$ cat src/rtl/pic_pkg.sv
// Shared types and constants for the interrupt acknowledge path.
// Levels are 3-bit indices; NO_LVL is the 4-bit "nothing in service" sentinel.
package pic_pkg;

  typedef enum logic [1:0] {
    IDLE,
    WAIT_ACK1,
    WAIT_ACK2,
    DRIVE
  } state_t;

  localparam int         NUM_IR       = 8;
  localparam logic [2:0] SPURIOUS_LVL = 3'd7;
  localparam logic [3:0] NO_LVL       = 4'd8;

  function automatic logic [7:0] lvlMask(input logic [2:0] lvl);
    return 8'b1 << lvl;
  endfunction

endpackage

$ cat src/rtl/priority_encoder8.sv
// Lowest-set-bit encoder: IR0 is the highest priority level.
module priority_encoder8 (
  input  logic [7:0] bits,
  output logic       valid,
  output logic [2:0] idx
);

  // Scan from the top down so the lowest set index is the last one written.
  always_comb begin
    valid = |bits;
    idx   = 3'd0;
    for (int i = 7; i >= 0; i--) begin
      if (bits[i]) idx = 3'(i);
    end
  end

endmodule

$ cat src/rtl/inta_sequencer.sv
// Priority resolution, INTA two-pulse handshake, vector drive and in-service register.
// The CPU request output is named cpuInt because "int" is a reserved word.
module inta_sequencer #(
  parameter bit AUTO_EOI = 1'b0,
  parameter int NUM_IR   = pic_pkg::NUM_IR
) (
  input  logic              clk,
  input  logic              reset,
  input  logic [NUM_IR-1:0] interruptRequest,
  input  logic [NUM_IR-1:0] interruptMask,
  input  logic [4:0]        vectorBase,
  input  logic              intaN,
  input  logic              eoiStrobe,
  input  logic              eoiSpecific,
  input  logic [2:0]        eoiLevel,
  output logic              cpuInt,
  output logic [NUM_IR-1:0] clearInterruptRequest,
  output logic [NUM_IR-1:0] inServiceRegister,
  output logic [7:0]        dataOut,
  output logic              dataOutEnable
);
  import pic_pkg::*;

  state_t     state;
  logic       intaPrev;
  logic [2:0] ackLvl;
  logic       spurious;

  logic [7:0] pending;
  logic       pendValid, isrValid;
  logic [2:0] reqIdx, isrIdx;
  logic [3:0] isrLvl;
  logic       qualify, fallEdge, riseEdge;
  logic [7:0] ackSet, eoiClr, autoClr;

  assign pending = interruptRequest & ~interruptMask;

  priority_encoder8 uReqEnc (.bits(pending),           .valid(pendValid), .idx(reqIdx));
  priority_encoder8 uIsrEnc (.bits(inServiceRegister), .valid(isrValid),  .idx(isrIdx));

  // A request only interrupts if it outranks everything already in service.
  always_comb begin
    isrLvl   = isrValid ? {1'b0, isrIdx} : NO_LVL;
    qualify  = pendValid && ({1'b0, reqIdx} < isrLvl);
    fallEdge = intaPrev & ~intaN;
    riseEdge = ~intaPrev & intaN;

    ackSet = '0;
    if (state == WAIT_ACK1 && fallEdge && qualify) ackSet = lvlMask(reqIdx);

    eoiClr = '0;
    if (eoiStrobe) begin
      if (eoiSpecific)   eoiClr = lvlMask(eoiLevel);
      else if (isrValid) eoiClr = lvlMask(isrIdx);
    end

    autoClr = '0;
    if (AUTO_EOI && state == DRIVE && riseEdge && !spurious) autoClr = lvlMask(ackLvl);
  end

  // Sets are OR'd in after the clears so an ACK1 set beats a same-bit EOI.
  always_ff @(posedge clk) begin
    if (reset) begin
      state                 <= IDLE;
      intaPrev              <= 1'b1;
      ackLvl                <= 3'd0;
      spurious              <= 1'b0;
      cpuInt                <= 1'b0;
      clearInterruptRequest <= '0;
      inServiceRegister     <= '0;
      dataOut               <= 8'd0;
      dataOutEnable         <= 1'b0;
    end else begin
      intaPrev              <= intaN;
      clearInterruptRequest <= '0;
      inServiceRegister     <= (inServiceRegister & ~eoiClr & ~autoClr) | ackSet;
      case (state)
        IDLE: begin
          cpuInt <= qualify;
          if (qualify) state <= WAIT_ACK1;
        end
        WAIT_ACK1: begin
          if (fallEdge) begin
            cpuInt <= 1'b0;
            state  <= WAIT_ACK2;
            if (qualify) begin
              ackLvl                <= reqIdx;
              spurious              <= 1'b0;
              clearInterruptRequest <= lvlMask(reqIdx);
            end else begin
              ackLvl   <= SPURIOUS_LVL;
              spurious <= 1'b1;
            end
          end else if (!qualify) begin
            cpuInt <= 1'b0;
            state  <= IDLE;
          end
        end
        WAIT_ACK2: begin
          if (fallEdge) begin
            dataOut       <= {vectorBase, ackLvl};
            dataOutEnable <= 1'b1;
            state         <= DRIVE;
          end
        end
        DRIVE: begin
          if (riseEdge) begin
            dataOutEnable <= 1'b0;
            state         <= IDLE;
          end
        end
        default: state <= IDLE;
      endcase
    end
  end

endmodule
$ cat config.mk
export PLATFORM = sky130hd
export DESIGN_NAME = inta_sequencer
export DESIGN_NICKNAME = d
export VERILOG_FILES = /design/src/rtl/pic_pkg.sv /design/src/rtl/priority_encoder8.sv /design/src/rtl/inta_sequencer.sv
export SDC_FILE = /design/constraint.sdc
export NUM_CORES = 1
export LEC_CHECK = 0
export ABC_AREA = 1
export BUFFER_PORTS_ARGS = -buffer_cell sky130_fd_sc_hd__buf_2
export CAP_MARGIN = 20
export CORE_UTILIZATION = 40
export DETAILED_ROUTE_END_ITERATION = 7
export PLACE_DENSITY_LB_ADDON = 0.1
export SLEW_MARGIN = 0
export SYNTH_ARGS = -nofsm -noshare
export SYNTH_HDL_FRONTEND = slang
export SYNTH_HIERARCHICAL = 1
export SYNTH_SLANG_ARGS = --single-unit
$ cat constraint.sdc
create_clock -name clk -period 2.3 [get_ports clk]
set_input_delay 0 -clock clk [delete_from_list [all_inputs] [get_ports clk]]
set_output_delay 0 -clock clk [all_outputs]
set_load 0.01 [all_outputs]
==> impl_metrics.yaml, run 1 <==
timing:
  finalHoldWorstSlack_ns: 0.133
  skew_ns: 0.00333
  setup_violations: 0
  finalSetupTns_ns: 0
  grt_setup_unrepaired: "no"
  max_slew_margin_pct: 66.8
  slew_viol_final: 0
  fmax_ghz: 0.496
  worst_pin_slew_ns: 0.497
  min_period_ns: 2.02
  finalCritPeriodShare_pct: 87.7
  finalHoldViolations: 0
logic_synthesis:
  synth.yosys.seq_area_share_pct: 38.2
  synth.distinct_cells: 21
  ys_seq_elements: 32
  synth_area_sq_um: 1680
  avgSynthCellArea_sq_um: 6.68
  synth_nets: 282
  synthCells: 251
  yosys_warnings: 6
power:
  power.total_uw: 1290
  p_per_area_nw_per_um2: 591
  irDropWorstVdd_mv: 0.434
  power.leakage_uw: 0.00113
hold_path:
  hold_end: "inServiceRegister[6]"
  holdCritStartpoint: "eoiStrobe"
  hold_path_depth: 4
  min_path_type: "primary input to flip-flop"
die:
  core_area_sq_um: 4000
  fp-row-count: 23
  die-area_sq_um: 4460
  die_w_um: 66.8
  io_pins: 55
  initial_utilization_pct: 41.9
  fp.dieH_um: 66.8
cells_and_area:
  fin_util_pct: 54.6
  multiInputGateArea_sq_um: 857
  final_cell_mix: "54 x buf_2, 46 x nor2_1, 45 x inv_1, 40 x nand2_1, 32 x dfxtp_1"
  fill_cells: 408
  antenna_cells: 0
  final_common_cell: "buf_2"
  seq_area_sq_um: 641
  synthToLayoutAreaGrowth_pct: 30.2
  nNetsFinal: 350
  drive_gt1_share_pct: 25.3
worst_setup_path:
  cp_cell_sequence: "or2_1, nor3_2, nand2_1, nand2_1, ha_1, nand2_1, inv_1, nand2_2, nand3_4, nor2_8, nand2_4, o22ai_1"
  path_delay_family: "simple AND/OR/NAND/NOR gates"
  rr_endpoint: "inServiceRegister[4]"
  critPathKind: "flip-flop to flip-flop"
  reg2reg_depth: 12
  ff2ff_setup_slack_ns: 0.28
  slowest_delay_ns: 0.33
  r2r-start: "inServiceRegister[6]"
  crit_top_cell: "nand2_1"
  start_kind: "flip-flop"
  required_ns: 2.50
  crit_fanout: 8
  crit_path_top_delay_cell: "dfxtp_1"
  arrival_ns: 2.22
  end_kind: "flip-flop"
  path_buf_inv: 1
routing:
  viasPerCell: 4.59
  vias: 1699
  drt-initial-drc-count: 130
  firstDrtPassIters: 4
  ant_nets: 0
  routed_wl_um: 3640
  drc: 0
  wl_per_cell_um: 9.83
global_routing:
  global_route.usage.total_pct: 18.3
  grt_start_max_net_pins: 16
  antenna_found_initial: 0
  grt_pass1_vias: 1485
  grt-ovfl-total: 0
  grt_pass1_wl_um: 6130
clocking:
  htree_num_levels: 2
  clock_sinks: 32
  cts_tree: "done"
  cts_root_buf: "clkbuf_8"
  clockBufferDepth: 2
  worstSkewPairLatency_ns: 0.28
  cts_buffers: 5
  clkSlewWorstSetupHoldPaths_ns: 0.07
placed_design:
  io_buffers: 54
  dpl.hpwl_um: 2840
  place_congestion: 0.776
job:
  drv_cap: 0
status:
  status: "finished, final reports clean"
## worst register-to-register path, stage by stage (launching register included)
cell	delay, ns
dfxtp_1	0.33
or2_1	0.26
nor3_2	0.14
nand2_1	0.15
nand2_1	0.16
ha_1	0.24
nand2_1	0.06
inv_1	0.04
nand2_2	0.08
nand3_4	0.10
nor2_8	0.15
nand2_4	0.11
o22ai_1	0.12
## cell type report
type                    instances  share of cell area [%]
clock buffers                   6                    3.78
clock inverters                 2                   0.458
inverters                      45                    7.73
multi-input cells             171                    39.2
flip-flops and latches         32                    29.3
well taps                      50                    2.86
repair buffers                 64                    16.6
## cell usage after synthesis, drive strengths merged
cell type  count  area (sq um)
nand2         43           179
a21oi          8          40.0
a31oi          3          18.8
nand4          3          18.8
dfxtp         32           641
ha             2          25.0
nor3           2          20.0
clkbuf         3          11.3
inv           45           169
o22ai          1          6.26
nand3         23           128
o21ai         34           196
o31ai          1          7.51
or2            4          25.0
nor2          47           193
## metrics by stage
step	setup slack (ns)	instances	cell area [sq um]
after CTS	0.267	370	2180
after detailed placement	0.278	355	2020
after floorplan	0.421	251	1680
after global routing	0.0518	370	2180
final	0.283	370	2180
after global placement	0.333	355	2020
## state kept, by name (all words and copies together), names as in the netlist, named ones only
name,flops
intaPrev,1
ackLvl,3
clearInterruptRequest,8
dataOutEnable,1
cpuInt,1
state,1
dataOut,8
inServiceRegister,8
## where the power goes
part | internal [uW] | switching [uW] | total [uW]
registers | 580 | 17.3 | 598
logic | 101 | 156 | 257
clock network | 238 | 197 | 435
## routing by layer
metal	share of wire, %	global-route usage [%]	vias to the layer above	wire [um]
met5	0	0	-	0
met4	0.52	3.99	0	19
met3	3.8	5.82	2	139
met2	48	31.2	26	1730
met1	48	22.2	741	1750
li1	-	-	930	-
## cells by family after synthesis
| group | synth area share [%] |
|---|---|
| AND/OR/NAND/NOR | 33.6 |
| flip-flops | 38.2 |
| buffers and inverters | 10.7 |
| adder cells (fa/ha/maj) | 1.49 |
| AO/OA/AOI/OAI | 16.0 |
## worst max path at each step
stage	from	to	slack, ns	cells past startpoint
finish	inServiceRegister[6]	inServiceRegister[4]	0.28	12
global route	inServiceRegister[6]	inServiceRegister[4]	0.05	12
CTS	inServiceRegister[6]	inServiceRegister[4]	0.27	12
detailed placement	inServiceRegister[6]	inServiceRegister[4]	0.28	12
global placement	inServiceRegister[6]	inServiceRegister[7]	0.33	12
floorplan	inServiceRegister[6]	state[0]	0.42	13
## timing repair
item / in CTS / in global routing
buffers inserted: 0 / 0
gates resized for setup: 0 / 0
endpoints found under the hold margin: 9 / 0
hold buffers: 7 / 0
Power figures use the tool's default switching activity.
==> run 2, diff against run 1 <==
GPL_TIMING_DRIVEN = 0   (was default)
==> impl_metrics.yaml, run 2 (synthesis results as in run 1) <==
placed_design:
  place_congestion: 0.788
  io_buffers: 53
  dp_slack_ns: 0.215
  dpl.hpwl_um: 2850
routing:
  wl_per_cell_um: 10.1
  routed_wl_um: 3710
  vias: 1727
  drc: 0
  viasPerCell: 4.68
  ant_nets: 0
  drt-initial-drc-count: 78
  firstDrtPassIters: 4
global_routing:
  antenna_found_initial: 0
  grt_pass1_vias: 1499
  global_route.usage.total_pct: 18.3
  grt_pass1_wl_um: 6190
  grt_start_max_net_pins: 12
  grt-ovfl-total: 0
cells_and_area:
  final_common_cell: "buf_2"
  top_regs: "clearInterruptRequest (8), dataOut (8), inServiceRegister (8)"
  drive_gt1_share_pct: 24.5
  final_cell_mix: "53 x buf_2, 46 x nor2_1, 45 x inv_1, 39 x nand2_1, 32 x dfxtp_1"
  fill_cells: 434
  nNetsFinal: 349
  antenna_cells: 0
  fin_util_pct: 54.7
  synthToLayoutAreaGrowth_pct: 30.5
timing:
  finalHoldViolations: 0
  max_slew_margin_pct: 70.3
  final.setup.worst_slack_ns: 0.231
  worst_pin_slew_ns: 0.446
  min_period_ns: 2.07
  finalSetupTns_ns: 0
  grt_setup_unrepaired: "no"
  finalCritPeriodShare_pct: 89.9
  setup_violations: 0
  slew_viol_final: 0
  skew_ns: 0.00533
  fmax_ghz: 0.483
clocking:
  clockBufferDepth: 2
  cts_root_buf: "clkbuf_8"
  htree_num_levels: 2
  clock_sinks: 32
  cts_buffers: 5
  clkSlewWorstSetupHoldPaths_ns: 0.07
  cts_tree: "done"
  worstSkewPairLatency_ns: 0.29
power:
  irDropWorstVdd_mv: 0.445
  netSwitchingFraction_pct: 27.9
  p_per_area_nw_per_um2: 632
  seqPwrFrac_pct: 43.1
  clockPowerShare_pct: 38.4
  p_int_uw: 998
  p_switching_uw: 386
  power.leakage_uw: 0.00112
  combinationalPowerShare_pct: 18.5
die:
  initial_utilization_pct: 41.9
  core_area_sq_um: 4000
  fp-row-count: 23
  die-area_sq_um: 4460
  io_pins: 55
  die_w_um: 66.8
  fp.dieH_um: 66.8
worst_setup_path:
  end_kind: "flip-flop"
  arrival_ns: 2.29
  crit_fanout: 8
  critPathKind: "flip-flop to flip-flop"
  start_kind: "flip-flop"
  required_ns: 2.52
job:
  drv_cap: 0
hold_path:
  min_path_type: "primary input to flip-flop"
status:
  status: "finished, final reports clean"
-- run 2: cell count changes in the layout (fill, tap and decap cells not counted), sizes merged --
cell	delta
clkinv	-1
bufinv	+1
buf	-4
clkbuf	+2
clkinvlp	+1
-- run 2: final timing paths --
kind                                             end  slack (ns)            startpoint  cells past startpoint
worst max register to register  inServiceRegister[4]        0.23  inServiceRegister[6]                     12
worst min register to register                cpuInt        0.45                cpuInt                      2
worst max-delay path            inServiceRegister[4]        0.23  inServiceRegister[6]                     12
worst min-delay path            inServiceRegister[3]        0.17           eoiLevel[2]                      5
-- run 2: timing repair --
action                                  CTS  global route
setup buffers                             0             0
hold endpoints to repair                  9             0
gates resized for setup                   0             1
endpoints found under the setup margin    0             1
hold buffers                              7             0
-- run 2: critical path, cell delays in order, from the launching register on --
cell     delay (ns)
dfxtp_1        0.33
or2_1          0.25
nor3_2         0.15
nand2_1        0.20
nand2_2        0.17
ha_1           0.24
nand2_1        0.06
inv_1          0.05
nand2_2        0.08
nand3_4        0.09
nor2_8         0.15
nand2_4        0.11
o22ai_1        0.12
-- run 2: cell type report --
class	instances	area [sq um]	share of cell area, %
multi-input combinational	171	860	39.3
sequential	32	641	29.3
timing repair buffer	60	335	15.3
inverter	45	169	7.71
clock buffer	5	68.8	3.14
tap	50	62.6	2.86
clock inverter	3	42.5	1.94
buffer	3	11.3	0.514
-- run 2: power by group through the flow --
stage / sequential (uW) / combinational [uW] / clock, uW
6_report: 597 / 256 / 532
5_1_grt: 600 / 293 / 569
4_1_cts: 597 / 256 / 542
3_5_place_dp: 610 / 246 / 0
3_3_place_gp: 610 / 245 / 0
2_1_floorplan: 614 / 167 / 0
-- run 2: layer usage --
metal / vias up / wire length (um) / GRT usage [%]
met1: 763 / 1720 / 21.7
li1: 931 / - / -
met5: - / 0 / 0
met3: 5 / 144 / 4.11
met2: 28 / 1800 / 32.1
met4: 0 / 48 / 6.38
-- run 2: stage by stage --
stage          hold slack, ns  area, sq um  cells  power (uW)
6_report                0.166         2190    369        1380
5_1_grt                 0.206         2190    369        1460
2_1_floorplan          0.0691         1680    251         781
3_3_place_gp            0.225         2010    354         854
4_1_cts                 0.154         2190    369        1400
3_5_place_dp            0.228         2010    354         856
